<file path="src/rtl/ack_arbiter_n_if.sv">
// Acknowledge-bus bundle between the requesting engines (master) and ack_arbiter_n (slave).
// Carries the level requests, completion strobes and the registered grant/status outputs.
interface ack_arbiter_n_if #(
    parameter int N_SRC = 4,
    parameter int ID_W  = $clog2(N_SRC)
);
    logic [N_SRC-1:0] req;
    logic [N_SRC-1:0] done;
    logic [N_SRC-1:0] grant;
    logic             grant_valid;
    logic [ID_W-1:0]  winner_id;
    logic             ack_event;
    logic             busy;
    logic             timeout_err;
    logic [ID_W-1:0]  timeout_id;

    modport master (
        output req, done,
        input  grant, grant_valid, winner_id, ack_event, busy, timeout_err, timeout_id
    );

    modport slave (
        input  req, done,
        output grant, grant_valid, winner_id, ack_event, busy, timeout_err, timeout_id
    );
endinterface

</file>
<file path="src/rtl/ack_arbiter_n.sv">
// N-source ACK-bus arbiter (fixed or round-robin): grant registers 1 clk after req, one GAP cycle after release.
// No pre-emption; the grant is held until done, abort (req drop) or timeout of the winner.
module ack_arbiter_n #(
    parameter int N_SRC   = 4,
    parameter int ID_W    = $clog2(N_SRC),
    parameter int RR_MODE = 0,
    parameter int TIMEOUT = 64
) (
    input  logic             clk,
    input  logic             rst,
    ack_arbiter_n_if.slave   bus
);
    localparam logic [1:0] S_IDLE  = 2'd0;
    localparam logic [1:0] S_GRANT = 2'd1;
    localparam logic [1:0] S_GAP   = 2'd2;

    localparam int            CW      = (TIMEOUT > 0) ? $clog2(TIMEOUT + 1) : 1;
    localparam logic [CW-1:0] TO_LAST = CW'((TIMEOUT > 0) ? TIMEOUT - 1 : 0);

    logic [1:0]       state;
    logic [N_SRC-1:0] grant_q;
    logic             grant_valid_q;
    logic [ID_W-1:0]  winner_q;
    logic             timeout_err_q;
    logic [ID_W-1:0]  timeout_id_q;
    logic [ID_W-1:0]  last_winner;
    logic [CW-1:0]    cnt;

    logic             sel_vld;
    logic [ID_W-1:0]  sel_id;
    logic             win_done;
    logic             win_req;
    logic             to_hit;

    // Search order starts after the previous winner in round-robin, at 0 otherwise.
    always_comb begin : sel_blk
        int              s;
        logic [ID_W-1:0] idx;
        s       = 0;
        idx     = '0;
        sel_vld = 1'b0;
        sel_id  = '0;
        for (int i = 0; i < N_SRC; i++) begin
            if (RR_MODE != 0) s = (int'(last_winner) + 1 + i) % N_SRC;
            else              s = i;
            idx = ID_W'(s);
            if (!sel_vld && bus.req[idx]) begin
                sel_vld = 1'b1;
                sel_id  = idx;
            end
        end
    end

    assign win_done = bus.done[winner_q];
    assign win_req  = bus.req[winner_q];
    assign to_hit   = (TIMEOUT != 0) && (cnt == TO_LAST);

    always_ff @(posedge clk or posedge rst) begin
        if (rst) begin
            state         <= S_IDLE;
            grant_q       <= '0;
            grant_valid_q <= 1'b0;
            winner_q      <= '1;
            timeout_err_q <= 1'b0;
            timeout_id_q  <= '1;
            last_winner   <= ID_W'(N_SRC - 1);
            cnt           <= '0;
        end else begin
            timeout_err_q <= 1'b0;
            case (state)
                S_IDLE: begin
                    if (sel_vld) begin
                        state         <= S_GRANT;
                        grant_q       <= N_SRC'(1) << sel_id;
                        grant_valid_q <= 1'b1;
                        winner_q      <= sel_id;
                        last_winner   <= sel_id;
                        cnt           <= '0;
                    end
                end
                S_GRANT: begin
                    if (win_done || !win_req || to_hit) begin
                        state         <= S_GAP;
                        grant_q       <= '0;
                        grant_valid_q <= 1'b0;
                        winner_q      <= '1;
                        // done and abort both take precedence over a coincident timeout.
                        if (!win_done && win_req) begin
                            timeout_err_q <= 1'b1;
                            timeout_id_q  <= winner_q;
                        end
                    end else if (cnt != {CW{1'b1}}) begin
                        cnt <= cnt + CW'(1);
                    end
                end
                S_GAP:   state <= S_IDLE;
                default: state <= S_IDLE;
            endcase
        end
    end

    assign bus.grant       = grant_q;
    assign bus.grant_valid = grant_valid_q;
    assign bus.winner_id   = winner_q;
    assign bus.timeout_err = timeout_err_q;
    assign bus.timeout_id  = timeout_id_q;
    assign bus.busy        = (state == S_GRANT) || (state == S_GAP);
    assign bus.ack_event   = |bus.req;
endmodule

</file>
<file path="src/flat_wrapper.sv">
// flat-port wrapper written by rule: the top's interface ports become plain ports
module ack_arbiter_n_flat 
#(
    parameter int N_SRC   = 4,
    parameter int ID_W    = $clog2(N_SRC),
    parameter int RR_MODE = 0,
    parameter int TIMEOUT = 64
)
  (clk, rst, bus_req, bus_done, bus_grant, bus_grant_valid, bus_winner_id, bus_ack_event, bus_busy, bus_timeout_err, bus_timeout_id);
  ack_arbiter_n_if #(.N_SRC(N_SRC), .ID_W(ID_W)) bus_i ();
  input  logic clk;
  input  logic rst;
  input wire logic [$bits(bus_i.req)-1:0] bus_req;
  input wire logic [$bits(bus_i.done)-1:0] bus_done;
  output wire logic [$bits(bus_i.grant)-1:0] bus_grant;
  output wire logic [$bits(bus_i.grant_valid)-1:0] bus_grant_valid;
  output wire logic [$bits(bus_i.winner_id)-1:0] bus_winner_id;
  output wire logic [$bits(bus_i.ack_event)-1:0] bus_ack_event;
  output wire logic [$bits(bus_i.busy)-1:0] bus_busy;
  output wire logic [$bits(bus_i.timeout_err)-1:0] bus_timeout_err;
  output wire logic [$bits(bus_i.timeout_id)-1:0] bus_timeout_id;
  assign bus_i.req = bus_req;
  assign bus_i.done = bus_done;
  assign bus_grant = bus_i.grant;
  assign bus_grant_valid = bus_i.grant_valid;
  assign bus_winner_id = bus_i.winner_id;
  assign bus_ack_event = bus_i.ack_event;
  assign bus_busy = bus_i.busy;
  assign bus_timeout_err = bus_i.timeout_err;
  assign bus_timeout_id = bus_i.timeout_id;
  ack_arbiter_n #(.N_SRC(N_SRC), .ID_W(ID_W), .RR_MODE(RR_MODE), .TIMEOUT(TIMEOUT)) u_core (.clk(clk), .rst(rst), .bus(bus_i));
endmodule
</file>
<file path="config.mk">
export PLATFORM = sky130hd
export DESIGN_NAME = ack_arbiter_n_flat
export DESIGN_NICKNAME = d
export VERILOG_FILES = /design/src/rtl/ack_arbiter_n_if.sv /design/src/rtl/ack_arbiter_n.sv /design/src/flat_wrapper.sv
export SDC_FILE = /design/constraint.sdc
export NUM_CORES = 1
export LEC_CHECK = 0
export ABC_AREA = 0
export BUFFER_PORTS_ARGS = -buffer_cell sky130_fd_sc_hd__buf_2
export CORE_MARGIN = 3
export CORE_UTILIZATION = 40
export DETAILED_ROUTE_END_ITERATION = 10
export PLACE_DENSITY = 0.67
export SYNTH_ARGS = -nofsm -noshare
export SYNTH_HDL_FRONTEND = slang
export SYNTH_SLANG_ARGS = --single-unit
</file>
<file path="constraint.sdc">
create_clock -name clk -period 1.9 [get_ports clk]
set_clock_uncertainty 0.05 [all_clocks]
set_input_delay 0.19 -clock clk [delete_from_list [all_inputs] [get_ports clk]]
set_output_delay 0.19 -clock clk [all_outputs]
set_load 0.005 [all_outputs]
</file>
==> impl_metrics.csv <==
group,metric,value,unit
die,fp.dieW,57.2,µm
detailed_routing,ant_nets,0,
detailed_routing,drcViolationCount,0,
place,io_buffers,21,
sta,post-route-min-period,1.89,ns
yosys,seq_area_frac_synth,0.459,
die,core_area,2340,µm²
detailed_routing,viasPerCell,5.51,
run,drv_cap,0,
worst_setup_path,cp.required,2.04,ns
clock_tree,clockBufferDepth,2,
sta,finalCritPeriodShare,0.994,
detailed_routing,met2_length,1180,µm
die,num_io_pins,22,
global_route,antenna_found_initial,0,
yosys,ys.warnings.count,0,
layout,n_fill_cell,217,
place,place_area,1260,µm²
global_route,grt_usage,0.153,
global_route,grt_max_degree,20,
yosys,synth.most_common_cell,"dfrtp_1",
yosys,syn_area_per_cell,10.3,µm²
worst_setup_path,startpoint_type,"register",
yosys,syn-instance-count,102,
yosys,async_flop_share,1.00,
detailed_routing,wl_per_cell,14.2,µm
sta,tightest_slew,0.695,ns
sta,clock.fmax,530,MHz
layout,fin_area,1320,µm²
detailed_routing,drtPass1Iterations,4,
worst_setup_path,crit_fanout,6,
yosys,ys_ff_latch,19,
global_route,grt_overflow,0,
worst_setup_path,setup.worst_path.start,"u_core.bus.winner_id[1]",
sta,rsz0062_at_grt,"true",
yosys,netlist_top_cells_area,"dfrtp_1, dfstp_2, a31oi_1, mux4_2, inv_1",
yosys,ys_types,34,
worst_setup_path,r2r_cells,3,
worst_setup_path,cp.arrival,2.02,ns
worst_setup_path,rr_endpoint,"u_core.cnt[0]",
die,initial_core_util,0.448,
place,gp_congestion,0.886,
layout,instances_no_fill,166,
yosys,synth_commonest_cells,"dfrtp_1, inv_1, a31oi_1, nor2_1, nand2b_1",
hold_path,worst_hold_path.num_cells,2,
yosys,synth_simple_gate_area_share,0.172,
yosys,synth_top_family_by_area,"compound AO/OA/AOI/OAI gates",
clock_tree,clock_sinks,19,
layout,insertedDiodeCount,0,
sta,maxSlewHeadroom,0.536,
sta,drv_slew,0,
clock_tree,cts-htree-levels,1,
layout,multi_input_area,533,µm²
detailed_routing,drt_iter0_drc,22,
clock_tree,root_buffer,"clkbuf_4",
die,die_area,3270,µm²
clock_tree,clk_latency,0.29,ns
hold_path,hp-class,"input port to register",
die,num_rows,17,
sta,finalSetupViolations,0,
worst_setup_path,end_kind,"register",
layout,area_growth,26.3,%
detailed_routing,routed_wl,2350,µm
yosys,netlist.top_cell.by_area,"dfrtp_1",
pwr,powerDensity,1310,nW/µm²
detailed_routing,route.met3.wl,87,µm
clock_tree,cts_tree,"built",
yosys,synth_compound_area_frac,0.198,
layout,drive_gt1_frac,0.377,
yosys,synth_adder_area_share,0.0358,
yosys,syn_area,1050,µm²
worst_setup_path,crit_path_end,"u_core.cnt[0]",
detailed_routing,top_layer_used,"met4",
worst_setup_path,r2r_start,"u_core.bus.winner_id[1]",
yosys,synth_flop_cell,"dfrtp_1",
run_status,status,"complete, no violations",
sta,finalWorstSetupSlack,0.0115,ns
yosys,netlist.area_leader.share,0.358,
worst_setup_path,crit_type,"register to register",
detailed_routing,wl_met1,1040,µm
layout,nNetsFinal,152,
worst_setup_path,r2r_slack,0.01,ns
yosys,synth_edf_count,0,
clock_tree,path_clk_slew,0.10,ns
yosys,synthMuxAreaShare,0.0884,
yosys,synth_nets,115,
global_route,grt_pass1_wl,3920,µm
pwr,power_leakage,0.637,nW
yosys,synthXorXnorAreaFrac,0,
layout,regArea,480,µm²
die,die_h,57.2,µm
detailed_routing,vias,915,
pwr,finalPower,0.00173,W
global_route,grt_pass1_vias,922,
place,dp_cells,160,
place,pre_cts_ws,0.00821,ns
pwr,irDropWorstVdd,0.905,mV
sta,hold_violations,0,
clock_tree,cts_buffers,3,
place,hpwl,1780,µm
[timing repair]
| action | in CTS | in global routing |
|---|---|---|
| gates resized for setup | 0 | 3 |
| hold buffers | 1 | 0 |
| pin swaps | 0 | 1 |
| setup endpoints to repair | 1 | 6 |
| hold endpoints to repair | 15 | 0 |
| setup buffers | 1 | 0 |
[logic make-up (layout without fill, tap and decap cells)]
logic type               count (synthesis)  count (layout)
buffers and inverters                   13              49
AND/OR/NAND/NOR                         33              33
adder cells (fa/ha/maj)                  3               3
multiplexers                             6               6
flip-flops                              19              19
AO/OA/AOI/OAI                           28              28
[layout by cell type (no fill, tap or decap), types with 2 or more instances in the layout]
master     n
ha_1       3
dfstp_2    4
inv_1     11
nand3_1    3
o22a_1     3
dfrtp_1   15
nand2b_1   6
nor3_1     2
nor2b_1    5
nand2_1    4
clkbuf_4   3
buf_2     21
buf_4     12
nor2_1     7
mux4_2     2
mux2_2     2
a21oi_1    4
a31oi_1    8
[power breakdown]
| group | total [W] | internal, W | switching (W) | leakage (nW) |
|---|---|---|---|---|
| combinational | 0.000934 | 0.000475 | 0.000459 | 0.377 |
| clock | 0.000198 | 0.0000783 | 0.000120 | 0.0177 |
| sequential | 0.000598 | 0.000524 | 0.0000743 | 0.242 |
| total | 0.00173 | 0.00108 | 0.000653 | 0.637 |
[per-stage QoR]
step	hold WS [ns]	setup TNS, ns	util
2_1_floorplan	0.0882	-0.0266	-
3_3_place_gp	0.282	0	0.540
3_5_place_dp	0.289	0	0.540
4_1_cts	0.133	0	0.559
5_1_grt	0.145	-0.0660	0.565
6_report	0.147	0	0.565
[worst max-delay path: stages (launching register included)]
cell and delay, ns:
dfstp_2 0.58, mux4_2 0.54, o221a_4 0.32, mux2_4 0.30
[sequential cells by signal, indices dropped and copies added, names as in the netlist]
signal,flops
u_core.state,2
u_core.cnt,7
u_core.bus.grant_valid,1
u_core.bus.grant,4
u_core.bus.timeout_err,1
u_core.bus.timeout_id,2
u_core.bus.winner_id,2
[per-layer routing]
layer  track usage  up-vias
li1              -      445
met3        0.0543        6
met5             0        -
met2         0.243       21
met4        0.0563        0
met1         0.193      443
[area by class of cell]
| class | count | area share |
|---|---|---|
| Multi-Input combinational cell | 70 | 0.403 |
| Sequential cell | 19 | 0.363 |
| Timing Repair Buffer | 34 | 0.155 |
| Inverter | 11 | 0.0312 |
| Tap cell | 28 | 0.0265 |
| Clock buffer | 3 | 0.0170 |
| Clock inverter | 1 | 0.00378 |
[how the worst min path moves through the flow]
stage	from	to	slack, ns
4_1_cts	bus_req[0]	u_core.bus.grant[1]	0.13
6_report	bus_req[0]	u_core.bus.grant[1]	0.15
2_1_floorplan	rst	u_core.bus.grant[0]	0.09
3_3_place_gp	rst	u_core.bus.timeout_err	0.28
3_5_place_dp	rst	u_core.bus.timeout_err	0.29
5_1_grt	bus_req[0]	u_core.bus.grant[1]	0.15
No activity file was read; power rests on OpenSTA's default activity.
